<file path="config.mk">
export PLATFORM = sky130hd
export DESIGN_NAME = gardner_ted_stream
export DESIGN_NICKNAME = d
export VERILOG_FILES = /design/src/rtl/gardner_ted_stream.sv
export SDC_FILE = /design/constraint.sdc
export NUM_CORES = 1
export LEC_CHECK = 0
export CAP_MARGIN = 20
export CORE_ASPECT_RATIO = 1.1
export CORE_MARGIN = 5
export CORE_UTILIZATION = 53
export CTS_BUF_LIST = sky130_fd_sc_hd__clkbuf_16
export CTS_CLUSTER_SIZE = 12
export DETAILED_ROUTE_END_ITERATION = 6
export PLACE_DENSITY = 0.7
export SYNTH_ARGS = -nofsm -noshare
export SYNTH_HDL_FRONTEND = slang
export SYNTH_SLANG_ARGS = --single-unit
</file>
<file path="constraint.sdc">
create_clock -name clk -period 41.4 [get_ports clk]
set_input_delay 6.21 -clock clk [delete_from_list [all_inputs] [get_ports clk]]
set_output_delay 6.21 -clock clk [all_outputs]
set_load 0.01 [all_outputs]
</file>
<file path="src/rtl/gardner_ted_stream.sv">
// Streaming Gardner timing-error detector with internal SPS-deep I/Q delay lines,
// a two-stage error pipeline and a block-averaged error output for the loop filter.
module gardner_ted_stream #(
    parameter int WIDTH     = 16,
    parameter int SPS       = 32,
    parameter int MODE      = 0,
    parameter int DIFF_BITS = 8,
    parameter int AVG_LOG2  = 2
) (
    input  logic                    clk,
    input  logic                    rst,
    input  logic                    in_valid,
    input  logic signed [WIDTH-1:0] I,
    input  logic signed [WIDTH-1:0] Q,
    input  logic                    sym_strobe,
    input  logic                    flush,
    output logic signed [WIDTH-1:0] error_n,
    output logic                    err_valid,
    output logic signed [WIDTH-1:0] err_avg,
    output logic                    avg_valid
);

    // Handshake: there is no backpressure. A sample is taken on every edge where
    // in_valid=1 and flush=0; err_valid/avg_valid are single-cycle pulses that
    // mark error_n/err_avg as freshly updated, and the values hold otherwise.

    localparam int HALF   = SPS / 2;
    localparam int FILL_W = $clog2(SPS + 1);
    localparam int ACC_W  = WIDTH + AVG_LOG2;
    localparam int CNT_W  = (AVG_LOG2 > 0) ? AVG_LOG2 : 1;
    localparam int PROD_W = WIDTH + DIFF_BITS + 1;

    localparam logic [FILL_W-1:0]     FILL_FULL = FILL_W'(SPS);
    localparam logic [CNT_W-1:0]      CNT_LAST  = CNT_W'((1 << AVG_LOG2) - 1);
    localparam logic signed [WIDTH-1:0] S_MAX   = {1'b0, {(WIDTH-1){1'b1}}};
    localparam logic signed [WIDTH-1:0] S_MIN   = {1'b1, {(WIDTH-1){1'b0}}};

    // Sign-only Gardner: the mid sample, signed by the direction of the transition.
    function automatic logic signed [WIDTH-1:0] sign_err(
        input logic                    cur_neg,
        input logic                    prev_neg,
        input logic signed [WIDTH-1:0] mid
    );
        logic signed [WIDTH-1:0] r;
        r = '0;
        if (!cur_neg && prev_neg) begin
            r = mid;
        end else if (cur_neg && !prev_neg) begin
            r = (mid == S_MIN) ? S_MAX : -mid;
        end
        return r;
    endfunction

    // Linear Gardner on the top DIFF_BITS of cur/prev, product rescaled and saturated.
    function automatic logic signed [WIDTH-1:0] lin_err(
        input logic [DIFF_BITS-1:0]    cur_m,
        input logic [DIFF_BITS-1:0]    prev_m,
        input logic signed [WIDTH-1:0] mid
    );
        logic signed [DIFF_BITS:0] d;
        logic signed [PROD_W-1:0]  prod;
        logic signed [PROD_W-1:0]  shr;
        logic signed [WIDTH-1:0]   r;
        d    = $signed({cur_m[DIFF_BITS-1], cur_m}) - $signed({prev_m[DIFF_BITS-1], prev_m});
        prod = PROD_W'(mid) * PROD_W'(d);
        shr  = prod >>> (DIFF_BITS - 1);
        if ((&shr[PROD_W-1:WIDTH-1]) || !(|shr[PROD_W-1:WIDTH-1])) begin
            r = shr[WIDTH-1:0];
        end else begin
            r = shr[PROD_W-1] ? S_MIN : S_MAX;
        end
        return r;
    endfunction

    logic signed [WIDTH-1:0] dl_i_q [SPS];
    logic signed [WIDTH-1:0] dl_q_q [SPS];

    logic [FILL_W-1:0]       fill_q, fill_d;
    logic                    s1_valid_q, s1_valid_d;
    logic signed [WIDTH-1:0] erri_q, erri_d;
    logic signed [WIDTH-1:0] errq_q, errq_d;
    logic signed [WIDTH-1:0] error_n_q, error_n_d;
    logic                    err_valid_q, err_valid_d;
    logic signed [WIDTH-1:0] err_avg_q, err_avg_d;
    logic                    avg_valid_q, avg_valid_d;
    logic signed [ACC_W-1:0] acc_q, acc_d;
    logic [CNT_W-1:0]        cnt_q, cnt_d;

    logic                    accept;
    logic                    strobe_eff;
    logic signed [WIDTH-1:0] mid_i, mid_q, prev_i, prev_q;
    logic signed [WIDTH-1:0] calc_i, calc_q;
    logic signed [WIDTH-1:0] combined;
    logic signed [ACC_W-1:0] sum;

    assign mid_i  = dl_i_q[HALF-1];
    assign mid_q  = dl_q_q[HALF-1];
    assign prev_i = dl_i_q[SPS-1];
    assign prev_q = dl_q_q[SPS-1];

    generate
        if (MODE == 0) begin : g_sign
            assign calc_i = sign_err(I[WIDTH-1], prev_i[WIDTH-1], mid_i);
            assign calc_q = sign_err(Q[WIDTH-1], prev_q[WIDTH-1], mid_q);
        end else begin : g_lin
            assign calc_i = lin_err(I[WIDTH-1 -: DIFF_BITS], prev_i[WIDTH-1 -: DIFF_BITS], mid_i);
            assign calc_q = lin_err(Q[WIDTH-1 -: DIFF_BITS], prev_q[WIDTH-1 -: DIFF_BITS], mid_q);
        end
    endgenerate

    // flush outranks in_valid: the sample is neither counted nor shifted in.
    assign accept     = in_valid && !flush;
    assign strobe_eff = accept && sym_strobe && (fill_q == FILL_FULL);
    assign combined   = (erri_q >>> 1) + (errq_q >>> 1);
    assign sum        = acc_q + ACC_W'(error_n_q);

    always_comb begin
        fill_d = fill_q;
        if (flush) begin
            fill_d = '0;
        end else if (in_valid && (fill_q != FILL_FULL)) begin
            fill_d = fill_q + 1'b1;
        end
    end

    always_comb begin
        s1_valid_d  = strobe_eff;
        erri_d      = strobe_eff ? calc_i : erri_q;
        errq_d      = strobe_eff ? calc_q : errq_q;
        err_valid_d = s1_valid_q && !flush;
        error_n_d   = err_valid_d ? combined : error_n_q;
    end

    always_comb begin
        acc_d       = acc_q;
        cnt_d       = cnt_q;
        err_avg_d   = err_avg_q;
        avg_valid_d = 1'b0;
        if (flush) begin
            acc_d = '0;
            cnt_d = '0;
        end else if (err_valid_q) begin
            if (cnt_q == CNT_LAST) begin
                err_avg_d   = WIDTH'(sum >>> AVG_LOG2);
                avg_valid_d = 1'b1;
                acc_d       = '0;
                cnt_d       = '0;
            end else begin
                acc_d = sum;
                cnt_d = cnt_q + 1'b1;
            end
        end
    end

    always_ff @(posedge clk or posedge rst) begin
        if (rst) begin
            for (int k = 0; k < SPS; k++) begin
                dl_i_q[k] <= '0;
                dl_q_q[k] <= '0;
            end
        end else if (accept) begin
            dl_i_q[0] <= I;
            dl_q_q[0] <= Q;
            for (int k = 1; k < SPS; k++) begin
                dl_i_q[k] <= dl_i_q[k-1];
                dl_q_q[k] <= dl_q_q[k-1];
            end
        end
    end

    always_ff @(posedge clk or posedge rst) begin
        if (rst) begin
            fill_q      <= '0;
            s1_valid_q  <= 1'b0;
            erri_q      <= '0;
            errq_q      <= '0;
            error_n_q   <= '0;
            err_valid_q <= 1'b0;
            err_avg_q   <= '0;
            avg_valid_q <= 1'b0;
            acc_q       <= '0;
            cnt_q       <= '0;
        end else begin
            fill_q      <= fill_d;
            s1_valid_q  <= s1_valid_d;
            erri_q      <= erri_d;
            errq_q      <= errq_d;
            error_n_q   <= error_n_d;
            err_valid_q <= err_valid_d;
            err_avg_q   <= err_avg_d;
            avg_valid_q <= avg_valid_d;
            acc_q       <= acc_d;
            cnt_q       <= cnt_d;
        end
    end

    assign error_n   = error_n_q;
    assign err_valid = err_valid_q;
    assign err_avg   = err_avg_q;
    assign avg_valid = avg_valid_q;

endmodule

</file>
**Yosys cells after proc, flatten, opt, wreduce, memory -nomap -nowiden**

Cells that the tools add are included.

- Register bits: 1,117
- Input port bits: 37
- Word-level logic and storage cells: 120

- Add/sub/neg operators: 6
- Equality and inequality tests: 5
- Muxes and demuxes: 17
- Bitwise operators: 1
- Reductions and logical operators: 17

Operator list:

| operator | count |
|---|---|
| 16-bit two-way mux | 6 |
| 18-bit two-way mux | 3 |
| 16-bit == test (second input constant) | 2 |
| 16-bit negation | 2 |
| 18-bit by 16-bit adder with 18-bit output | 1 |
| 15-bit by 15-bit adder with 16-bit output | 1 |
| 6-bit two-way mux | 2 |
| 1-bit logical AND | 9 |
| 6-bit by 1-bit adder with 6-bit output (second input constant) | 1 |
| 6-bit == test (second input constant) | 1 |
| 2-bit two-way mux | 3 |
| 6-bit inequality test (second input constant) | 1 |
| 1-bit zero test | 5 |
| 2-bit nonzero test | 2 |
| 1-bit two-way mux | 3 |
| 3-bit AND reduction | 1 |
| 2-bit by 1-bit adder with 2-bit output (second input constant) | 1 |
| 2-bit == test (second input constant) | 1 |
| 1-bit NOT | 1 |

**Depth between registers and ports, before layout**

Gate-level depths: netlist (run 1).

- Depth in word-level cells: 4
- Gate-level depth with buffers: 10

**Least setup slack after synthesis (run 1)**

Ideal clock, no wire load.

- Path type: input port to flip-flop
- Start point: input in_valid
- End point: register dl_i_q[496] in the netlist's numbering
- Setup time: 0.125 ns
- Data arrival time: 7.454 ns
- Data required time: 41.275 ns
- Path slack: 33.821 ns
- Stages on the path: 5
- Buffers on the path: 3
- Cells stage by stage: nor2b_1 buf_2 clkbuf_1 clkbuf_1 mux2_2

- Word-level cells in the longest chain between the ends: 1

Ends and longest elaborated chain:

| element | RTL line | text |
|---|---|---|
| start, declared | 12 | `input logic in_valid,` |
| 1-bit logical AND | 112 | `assign accept = in_valid && !flush;` |
| end signal, assigned by index | 165 | `dl_i_q[k] <= dl_i_q[k-1];` |
| end, declared | 75 | `logic signed [WIDTH-1:0] dl_i_q [SPS];` |

Every way passes these cells.
A chain may end at the register's enable or synchronous reset.

**Worst setup path after layout (run 1)**

- Start point: input flush
- End point: register dl_q_q[304] in the netlist's numbering

- Word-level cells in the longest chain between the ends: 2

Ends and longest elaborated chain:

| element | RTL line | text |
|---|---|---|
| start, declared | 16 | `input logic flush,` |
| 1-bit zero test | 112 |  |
| 1-bit logical AND | 112 |  |
| end signal, assigned by index | 166 | `dl_q_q[k] <= dl_q_q[k-1];` |
| end, declared | 76 | `logic signed [WIDTH-1:0] dl_q_q [SPS];` |

Every way passes these cells.

==> results_dict.tcl, run 1 <==
set metrics [dict create \
    fmax_ghz 0.0980 \
    postSynthCellCount 1841 \
    die_y_microns 242 \
    cts_setup_buffers 0 \
    ant_nets 0 \
    clk_path_buf_depth 3 \
    setup_violations 0 \
    die_area_sq_mm 0.0533 \
    grt_pass1_wl_mm 70.5 \
    max_slew_margin_pct 26.8 \
    cts_root_buf "clkbuf_16" \
    worst_slew_pin_slew_ns 1.10 \
    drv_cap 0 \
    rsz0062_at_grt "false" \
    cp-start-kind "input port" \
    clock_sinks 635 \
    grtUsageTotal_pct 15.5 \
    crit_arrival_ns 10.65 \
    dr.pass1.iters 5 \
    instances_no_fill 2581 \
    drt_iter0_markers 1105 \
    setup.worst_path.end_class "flop" \
    num_io_pins 71 \
    n_antenna_cell 0 \
    ctsResizeCount 0 \
    synth-main-ff-cell "dfrtp_1" \
    crit_required_ns 41.84 \
    outcome "complete, no violations" \
    synth_fp_nets 1917 \
    final-max-slew-violation-count 0 \
    min_path_type "flop to flop" \
    route.detailed.drc 0 \
    syn-cell-area_sq_mm 0.0258 \
    path_max_fanout 87 \
    start_util_pct 53.8 \
    fin_nets 1983 \
    synth-seq-cells 635 \
    final_area_sq_mm 0.0290 \
    ir_worst_vdd_mv 0.0376 \
    tns_ns 0 \
    grt-ovfl-total 0 \
    crit_type "input port to flop" \
    vias 14000 \
    synth_warnings 0 \
    nFillCells 3742 \
    gp_congestion 0.918 \
    cts_tree "done" \
    core_sq_mm 0.0480 \
    viasPerCell 5.43 \
    post-route-period-util_pct 24.7 \
    fin_ws_ns 31.19 \
    pre_cts_slack_ns 30.09 \
    placed_area_sq_mm 0.0271 \
    area_growth_pct 12.4 \
    wl_per_cell_microns 15.5 \
    dp_hpwl_mm 24.8 \
    finalHoldViolCount 0 \
    ff2ff_path_depth 10 \
    grt_max_degree 218 \
    layout-drive-gt1-share_pct 33.7 \
    rows 84 \
    grt_pass1_vias 14500 \
    syn_area_per_cell_sq_um 14.0 \
    h-tree-depth 3 \
    ys_seq_area_share_pct 61.5 \
    yosysUniqueCellTypes 60 \
    port_buffers 70 \
    power_leakage_uw 0.0133 \
    path_clk_slew_ns 0.05 \
    cts-buffers-inserted 66 \
    dp_cells 2480 \
    synth_edf_count 0 \
    period_needed_ns 10.21 \
    finalPower_uw 1810 \
    antenna_found_initial 0 \
    wirelength_mm 40.1 \
    p_per_area_mw_per_mm2 62.3 \
    skew_ns 0.00943 \
    ys_async_sr_fraction_pct 100 \
    ctsHoldBuffers 0 \
    insertion_delay_ns 0.57 \
    holdPathStages 2 \
    fp.dieW_microns 221 \
]
-- metal layers --
layer,up-vias,global-route usage (%),share of wire (%)
met5,-,0,0
met4,0,6.79,3.4
met3,98,2.90,4.0
met2,249,24.4,47
met1,6963,21.1,45
li1,6694,-,-
-- path summary, 6_finish.rpt --
kind / slack (ns) / start / end
min: 0.47 / err_avg[6]$_DFFE_PP0P_ / err_avg[6]$_DFFE_PP0P_
min reg2reg: 0.47 / err_avg[6]$_DFFE_PP0P_ / err_avg[6]$_DFFE_PP0P_
max in group asynchronous: 32.79 / rst / mid_q[15]$_DFFE_PP0P_
max reg2reg: 38.64 / error_n[0]$_DFFE_PP0P_ / err_avg[14]$_DFFE_PP0P_
max: 31.19 / flush / dl_q_q[304]$_DFFE_PP0P_
min in group asynchronous: 6.20 / rst / dl_q_q[492]$_DFFE_PP0P_
-- cells in the mapped netlist (3+ instances only) --
cell type	number	area, sq um
dfrtp_1	635	15900
mux2_2	547	6160
nand2_1	85	319
clkbuf_1	78	293
a21oi_1	75	375
nor2_1	71	267
o21ai_0	59	295
ha_1	37	463
inv_1	30	113
nor3_1	19	95.1
a22oi_1	17	128
xnor2_1	16	140
a22o_1	14	123
nand2b_1	14	87.6
xor2_1	12	105
a21o_1	10	75.1
nor2b_1	8	50.1
nand3_1	7	35.0
nand4_1	7	43.8
o21a_1	7	52.6
and3_1	6	37.5
buf_1	6	22.5
or3_1	6	37.5
a211oi_1	5	37.5
mux2i_1	5	50.1
nor3b_1	5	37.5
nor4_1	5	31.3
a31oi_1	4	25.0
nand3b_1	4	30.0
o31ai_1	4	30.0
buf_2	3	15.0
-- flip-flops by register name, summed over array words and instances (netlist names) --
| register | flops |
|---|---|
| dl_i_q | 255 |
| dl_q_q | 255 |
| acc_q | 18 |
| err_avg | 16 |
| error_n | 16 |
| mid_i | 16 |
| mid_q | 16 |
| erri_q | 15 |
| errq_q | 15 |
| fill_q | 6 |
| cnt_q | 2 |
| avg_valid | 1 |
| err_valid | 1 |
| prev_i | 1 |
| prev_q | 1 |
| s1_valid_q | 1 |
-- final cells by class --
cell class | count | area (sq um) | area share (%)
clock buffers | 67 | 1680 | 5.77
clock inverters | 30 | 135 | 0.465
inverters | 30 | 120 | 0.414
multi-input cells | 1088 | 9500 | 32.7
flip-flops and latches | 635 | 15900 | 54.7
well taps | 645 | 807 | 2.78
repair buffers | 86 | 906 | 3.12
-- critical path, stage by stage --
cell             delay, ns
clkdlybuf4s50_1       0.66
nor2b_4               0.19
buf_4                 0.72
buf_4                 0.90
buf_4                 0.55
buf_4                 0.83
mux2_2                0.43
-- layout by cell type (no fill, tap or decap), types with 4 or more instances in the layout --
cell type        instances
a211oi_1                 5
a21o_1                  10
a21oi_1                 75
a22o_1                  14
a22oi_1                 17
a31oi_1                  4
and3_1                   5
buf_4                   11
clkbuf_16               67
clkdlybuf4s50_1         70
clkinv_1                12
dfrtp_1                635
ha_1                    37
inv_1                   40
mux2_2                 547
mux2i_1                  5
nand2_1                 85
nand2b_1                14
nand3_1                  7
nand3b_1                 4
nand4_1                  7
nor2_1                  71
nor2b_1                  7
nor3_1                  19
nor3b_1                  5
nor4_1                   5
o21a_1                   7
o21ai_0                 59
o31ai_1                  4
or3_1                    6
xnor2_1                 16
xor2_1                  12
-- kinds of logic after synthesis --
| logic type | share of synthesized area (%) |
|---|---|
| flops | 61.5 |
| mux | 24.0 |
| simple gates | 4.71 |
| compound gates | 5.11 |
| buf+inv | 1.76 |
| fa+ha+maj | 1.95 |
| xor+xnor | 0.949 |
-- per-stage QoR --
step | utilization, % | hold slack (ns)
final | 60.5 | 0.468
after global routing | 60.5 | 0.489
after CTS | 60.3 | 0.476
after detailed placement | 56.5 | 0.462
after global placement | 56.5 | 0.457
after floorplan | - | 0.446
-- power breakdown --
part | switching, uW | leakage [uW] | internal [uW] | total (uW)
Clock | 218 | 0.000929 | 289 | 507
Sequential | 112 | 0.00809 | 831 | 944
Combinational | 143 | 0.00431 | 216 | 360
Note: power is estimated with default switching activity, not from simulation.
==> run 2: changes to the inputs <==
==> constraint.sdc (replaced) <==
create_clock -name clk -period 10.2 [get_ports clk]
set_input_delay 1.53 -clock clk [delete_from_list [all_inputs] [get_ports clk]]
set_output_delay 1.53 -clock clk [all_outputs]
set_load 0.01 [all_outputs]
==> run 2 against run 1 <==
Effect of this change: clock skew increased by 0.0019 ns; power increased to 4.1 times the previous value; clock-buffer cell count increased by 2; core utilization increased by 0.099 points; via count decreased by 0.80%; first-iteration DRC count decreased by 27%; final area increased by 0.16%; sequential share of layout area decreased by 0.089 points; hold slack improved by 0.0030 ns; sequential power increased to 4.0 times the previous value; critical endpoint is now dl_q_q[301]$_DFFE_PP0P_; largest power group unchanged.
==> results_dict.tcl, run 2 (synthesis gave the netlist of run 1 again) <==
set metrics [dict create \
    combPwrFrac_pct 19.5 \
    path_clk_slew_ns 0.06 \
    fmax_ghz 0.237 \
    die_y_microns 242 \
    max_slew_margin_pct 27.2 \
    drt_iter0_markers 811 \
    grt_pass1_vias 14300 \
    worst_slew_pin_slew_ns 1.09 \
    grt_pass1_wl_mm 70.1 \
    clk_path_buf_depth 3 \
    skew_ns 0.0113 \
    setup.worst_path.end_class "flop" \
    finalHoldViolCount 0 \
    core_sq_mm 0.0480 \
    start_util_pct 53.8 \
    power_leakage_uw 0.0134 \
    pre_cts_slack_ns 5.43 \
    port_buffers 70 \
    p_int_uw 5460 \
    p_seq_share_pct 51.8 \
    fp.dieW_microns 221 \
    cp-start-kind "input port" \
    clock_sinks 635 \
    min_path_type "flop to flop" \
    wl_per_cell_microns 15.4 \
    top_regs "dl_i_q x255, dl_q_q x255, acc_q x18" \
    drv_cap 0 \
    setup_violations 0 \
    gp_congestion 0.844 \
    grt_max_degree 194 \
    ctsResizeCount 0 \
    insertion_delay_ns 0.58 \
    cp_top_family "buffers and inverters" \
    grtUsageTotal_pct 15.4 \
    cts_setup_buffers 0 \
    wirelength_mm 39.9 \
    final_core_util_pct 60.6 \
    fin_nets 1983 \
    clkPwrFrac_pct 28.7 \
    slowest_stage "buf_4" \
    final_area_sq_mm 0.0291 \
    p_per_area_mw_per_mm2 253 \
    die_area_sq_mm 0.0533 \
    critPathBufInv 3 \
    ant_nets 0 \
    cts_tree "done" \
    final_common_cell "dfrtp_1" \
    h-tree-depth 3 \
    route.detailed.drc 0 \
    num_io_pins 71 \
    post-route-period-util_pct 41.3 \
    rsz0062_at_grt "false" \
    final-max-slew-violation-count 0 \
    nFillCells 3751 \
    cp_slowest_stage_delay_ns 0.94 \
    crit_required_ns 10.65 \
    area_growth_pct 12.6 \
    dp_hpwl_mm 24.4 \
    n_antenna_cell 0 \
    power.share.switching_pct 25.9 \
    ir_worst_vdd_mv 0.149 \
    vias 13900 \
    dr.pass1.iters 4 \
    cts-buffers-inserted 67 \
    final_cell_mix "635 x dfrtp_1, 547 x mux2_2, 85 x nand2_1" \
    switchingPower_uw 1910 \
    crit_type "input port to flop" \
    period_needed_ns 4.22 \
    tns_ns 0 \
    crit_arrival_ns 4.67 \
    placed_area_sq_mm 0.0272 \
    cp_cell_sequence "clkdlybuf4s50_1, nor2b_4, buf_12, buf_4, mux2_2" \
    outcome "complete, no violations" \
    ctsHoldBuffers 0 \
    rows 84 \
    fin_ws_ns 5.98 \
    grt-ovfl-total 0 \
    path_max_fanout 187 \
    antenna_found_initial 0 \
    viasPerCell 5.38 \
    layout-drive-gt1-share_pct 33.8 \
    cts_root_buf "clkbuf_16" \
]
-- run 2: changes by cell type in the layout (fill, tap and decap cells not counted), sizes merged --
| cell | before | now |
|---|---|---|
| clkinv | 15 | 16 |
| buf | 16 | 15 |
| clkbuf | 67 | 69 |
-- run 2: power groups by stage --
stage / clock network [uW] / logic, uW / registers (uW)
floorplan: 0 / 1250 / 3720
global placement: 0 / 1380 / 3820
detailed placement: 0 / 1440 / 3870
CTS: 2190 / 1460 / 3830
global route: 2300 / 1610 / 3940
finish: 2110 / 1440 / 3820
-- run 2: worst paths after layout --
kind / startpoint / endpoint / slack [ns] / cells after the start
min in group asynchronous: rst / dl_i_q[319]$_DFFE_PP0P_ / 1.31 / 2
min reg2reg: err_avg[2]$_DFFE_PP0P_ / err_avg[2]$_DFFE_PP0P_ / 0.47 / 2
max: flush / dl_q_q[301]$_DFFE_PP0P_ / 5.98 / 5
min: err_avg[2]$_DFFE_PP0P_ / err_avg[2]$_DFFE_PP0P_ / 0.47 / 2
max in group asynchronous: rst / dl_q_q[239]$_DFFE_PP0P_ / 6.83 / 4
max reg2reg: error_n[0]$_DFFE_PP0P_ / err_avg[14]$_DFFE_PP0P_ / 7.39 / 10
-- run 2: layout make-up --
cell class,count,area (sq um),area share [%]
clock buffer,69,1730,5.94
clock inverter,31,139,0.477
inverter,30,116,0.400
multi-input combinational,1088,9500,32.7
sequential,635,15900,54.6
tap,645,807,2.77
timing repair buffer,85,903,3.11
-- run 2: worst reg2reg max path: stages, from the launching register on --
cell and delay (ns):
dfrtp_1 0.40, ha_1 0.22, inv_1 0.07, fa_1 0.41, nor2b_1 0.13, o21a_1 0.15, o21ai_0 0.16, a211oi_1 0.51
a31oi_1 0.25, or3_1 0.36, nand3_1 0.09
-- run 2: metal layers --
layer	wire length (microns)	vias up	GRT usage (%)
li1	-	6685	-
met3	1600	82	3.01
met2	18700	204	24.0
met4	1180	0	6.26
met1	18400	6921	21.4
met5	0	-	0
-- run 2: stage by stage --
stage | hold slack (ns) | instances | power (uW)
CTS | 0.479 | 2581 | 7480
global route | 0.490 | 2583 | 7850
detailed placement | 0.465 | 2481 | 5310
finish | 0.471 | 2583 | 7370
floorplan | 0.446 | 1841 | 4970
global placement | 0.457 | 2481 | 5200
==> run 3: changes to the inputs <==
--- a/config.mk
+++ b/config.mk
@@ -12,7 +12,7 @@
 export CTS_BUF_LIST = sky130_fd_sc_hd__clkbuf_16
 export CTS_CLUSTER_SIZE = 12
 export DETAILED_ROUTE_END_ITERATION = 6
-export PLACE_DENSITY = 0.7
+export PLACE_DENSITY = 0.73
 export SYNTH_ARGS = -nofsm -noshare
 export SYNTH_HDL_FRONTEND = slang
 export SYNTH_SLANG_ARGS = --single-unit
==> constraint.sdc (replaced) <==
create_clock -name clk -period 3.8 [get_ports clk]
set_input_delay 0.57 -clock clk [delete_from_list [all_inputs] [get_ports clk]]
set_output_delay 0.57 -clock clk [all_outputs]
set_load 0.01 [all_outputs]
==> run 3 against run 2 <==
Effect of this change: clock power rose to 2.8 times the previous value; sequential cell count unchanged; hold slack lost 0.0042 ns; global-route usage up 0.58 points; critical path type is now flop to flop; largest power group unchanged; non-clock buffer count increased by 20.
==> results_dict.tcl, run 3 (synthesis gave the netlist of run 1 again) <==
set metrics [dict create \
    final_cell_mix "635 x dfrtp_1, 547 x mux2_2, 85 x nand2_1" \
    p_per_area_mw_per_mm2 685 \
    final_area_sq_mm 0.0295 \
    p_seq_share_pct 50.9 \
    area_growth_pct 14.2 \
    gp_congestion 0.844 \
    worst_slew_pin_slew_ns 1.01 \
    hold_path_startpoint "err_avg[5]$_DFFE_PP0P_" \
    clk_path_buf_depth 3 \
    drt_iter0_markers 874 \
    layout-drive-gt1-share_pct 34.7 \
    power_leakage_uw 0.0136 \
    fp.dieW_microns 221 \
    power.share.switching_pct 26.0 \
    ff2ff_path_depth 10 \
    insertion_delay_ns 0.58 \
    port_buffers 70 \
    antenna_found_initial 0 \
    post-route-period-util_pct 75.1 \
    ctsHoldBuffers 0 \
    final-max-slew-violation-count 0 \
    path_clk_slew_ns 0.06 \
    grt-ovfl-total 0 \
    crit_arrival_ns 3.37 \
    ctsResizeCount 0 \
    cp-start-kind "flop" \
    die_y_microns 242 \
    grtUsageTotal_pct 16.0 \
    p_int_uw 14900 \
    finalHoldViolCount 0 \
    clock_sinks 635 \
    endpoint "err_avg[14]$_DFFE_PP0P_" \
    rows 84 \
    period_needed_ns 2.85 \
    skew_ns 0.0179 \
    cts-buffers-inserted 67 \
    r2r-start "error_n[0]$_DFFE_PP0P_" \
    ant_nets 0 \
    num_io_pins 71 \
    placed_area_sq_mm 0.0275 \
    cp_cell_sequence "ha_1, inv_1, fa_1, nor2b_1, o21a_1, o21ai_0, a211oi_1, a31oi_1, or3_1, nand3_1" \
    critPathBufInv 1 \
    setup.worst_path.end_class "flop" \
    nFillCells 3608 \
    combPwrFrac_pct 19.4 \
    cts_setup_buffers 0 \
    clkPwrFrac_pct 29.7 \
    top_regs "dl_i_q x255, dl_q_q x255, acc_q x18" \
    cts_tree "done" \
    fin_nets 2003 \
    cp_top_family "compound AO/OA/AOI/OAI gates" \
    cp.depth 10 \
    dp_hpwl_mm 26.4 \
    route.detailed.drc 0 \
    core_sq_mm 0.0480 \
    setup_violations 0 \
    crit_type "flop to flop" \
    fmax_ghz 0.350 \
    grt_pass1_vias 14700 \
    n_antenna_cell 0 \
    crit_path_start "error_n[0]$_DFFE_PP0P_" \
    h-tree-depth 3 \
    ir_worst_vdd_mv 0.427 \
    dr.pass1.iters 5 \
    path_max_fanout 3 \
    die_area_sq_mm 0.0533 \
    vias 14000 \
    viasPerCell 5.39 \
    grt_max_degree 119 \
    r2r-end "err_avg[14]$_DFFE_PP0P_" \
    switchingPower_uw 5250 \
    final_core_util_pct 61.4 \
    wl_per_cell_microns 15.8 \
    start_util_pct 53.8 \
    rrSetupSlack_ns 0.95 \
    drv_cap 0 \
    rsz0062_at_grt "false" \
    grt_pass1_wl_mm 72.3 \
    final_common_cell "dfrtp_1" \
    outcome "complete, no violations" \
    max_slew_margin_pct 32.7 \
    crit_required_ns 4.31 \
    min_path_type "flop to flop" \
    slowest_stage "a211oi_1" \
    cts_root_buf "clkbuf_16" \
    wirelength_mm 41.3 \
    cp_slowest_stage_delay_ns 0.56 \
]
==> run 3: worst reg2reg max path, cell delays in order, from the launching register on <==
cell,delay (ns)
dfrtp_1,0.39
ha_1,0.21
inv_1,0.06
fa_1,0.41
nor2b_1,0.13
o21a_1,0.15
o21ai_0,0.18
a211oi_1,0.56
a31oi_1,0.26
or3_1,0.35
nand3_1,0.08
==> run 3: stage by stage <==
step,power (uW),setup TNS [ns],setup slack [ns],std cells,hold slack (ns)
finish,20200,0,0.946,2607,0.467
global route,21500,0,0.762,2607,0.497
CTS,20500,0,1.01,2607,0.475
detailed placement,14300,0,0.871,2503,0.462
global placement,14000,0,0.946,2503,0.457
floorplan,13300,-3456.17,-5.44,1841,0.446
==> run 3: power by group through the flow <==
stage               clock network (uW)  registers (uW)  logic, uW
floorplan                            0            9970       3370
global placement                     0           10300       3740
detailed placement                   0           10400       3930
CTS                               6210           10300       3980
global route                      6500           10600       4420
finish                            6000           10300       3920
==> run 3: how the worst min path moves through the flow <==
stage,slack (ns),depth (start not counted),to
6_report,0.47,2,err_avg[5]$_DFFE_PP0P_
5_1_grt,0.50,2,err_avg[9]$_DFFE_PP0P_
4_1_cts,0.47,2,err_avg[9]$_DFFE_PP0P_
3_5_place_dp,0.46,2,err_avg[5]$_DFFE_PP0P_
2_1_floorplan,0.45,2,mid_i[0]$_DFFE_PP0P_
3_3_place_gp,0.46,2,err_avg[5]$_DFFE_PP0P_
==> run 3: per-layer routing <==
metal | global-route usage, % | vias up | wire length [microns]
met1 | 21.9 | 7057 | 18700
met3 | 3.07 | 67 | 1610
met4 | 5.47 | 0 | 944
li1 | - | 6709 | -
met2 | 25.8 | 214 | 20000
met5 | 0 | - | 0
==> run 3: layout make-up <==
type                            instances  area, sq um  share of cell area, %
Multi-Input combinational cell       1088         9500                   32.2
Timing Repair Buffer                  105         1180                   3.99
Tap cell                              645          807                   2.74
Clock inverter                         34          253                  0.857
Clock buffer                           70         1750                   5.94
Inverter                               30          116                  0.394
Sequential cell                       635        15900                   53.9
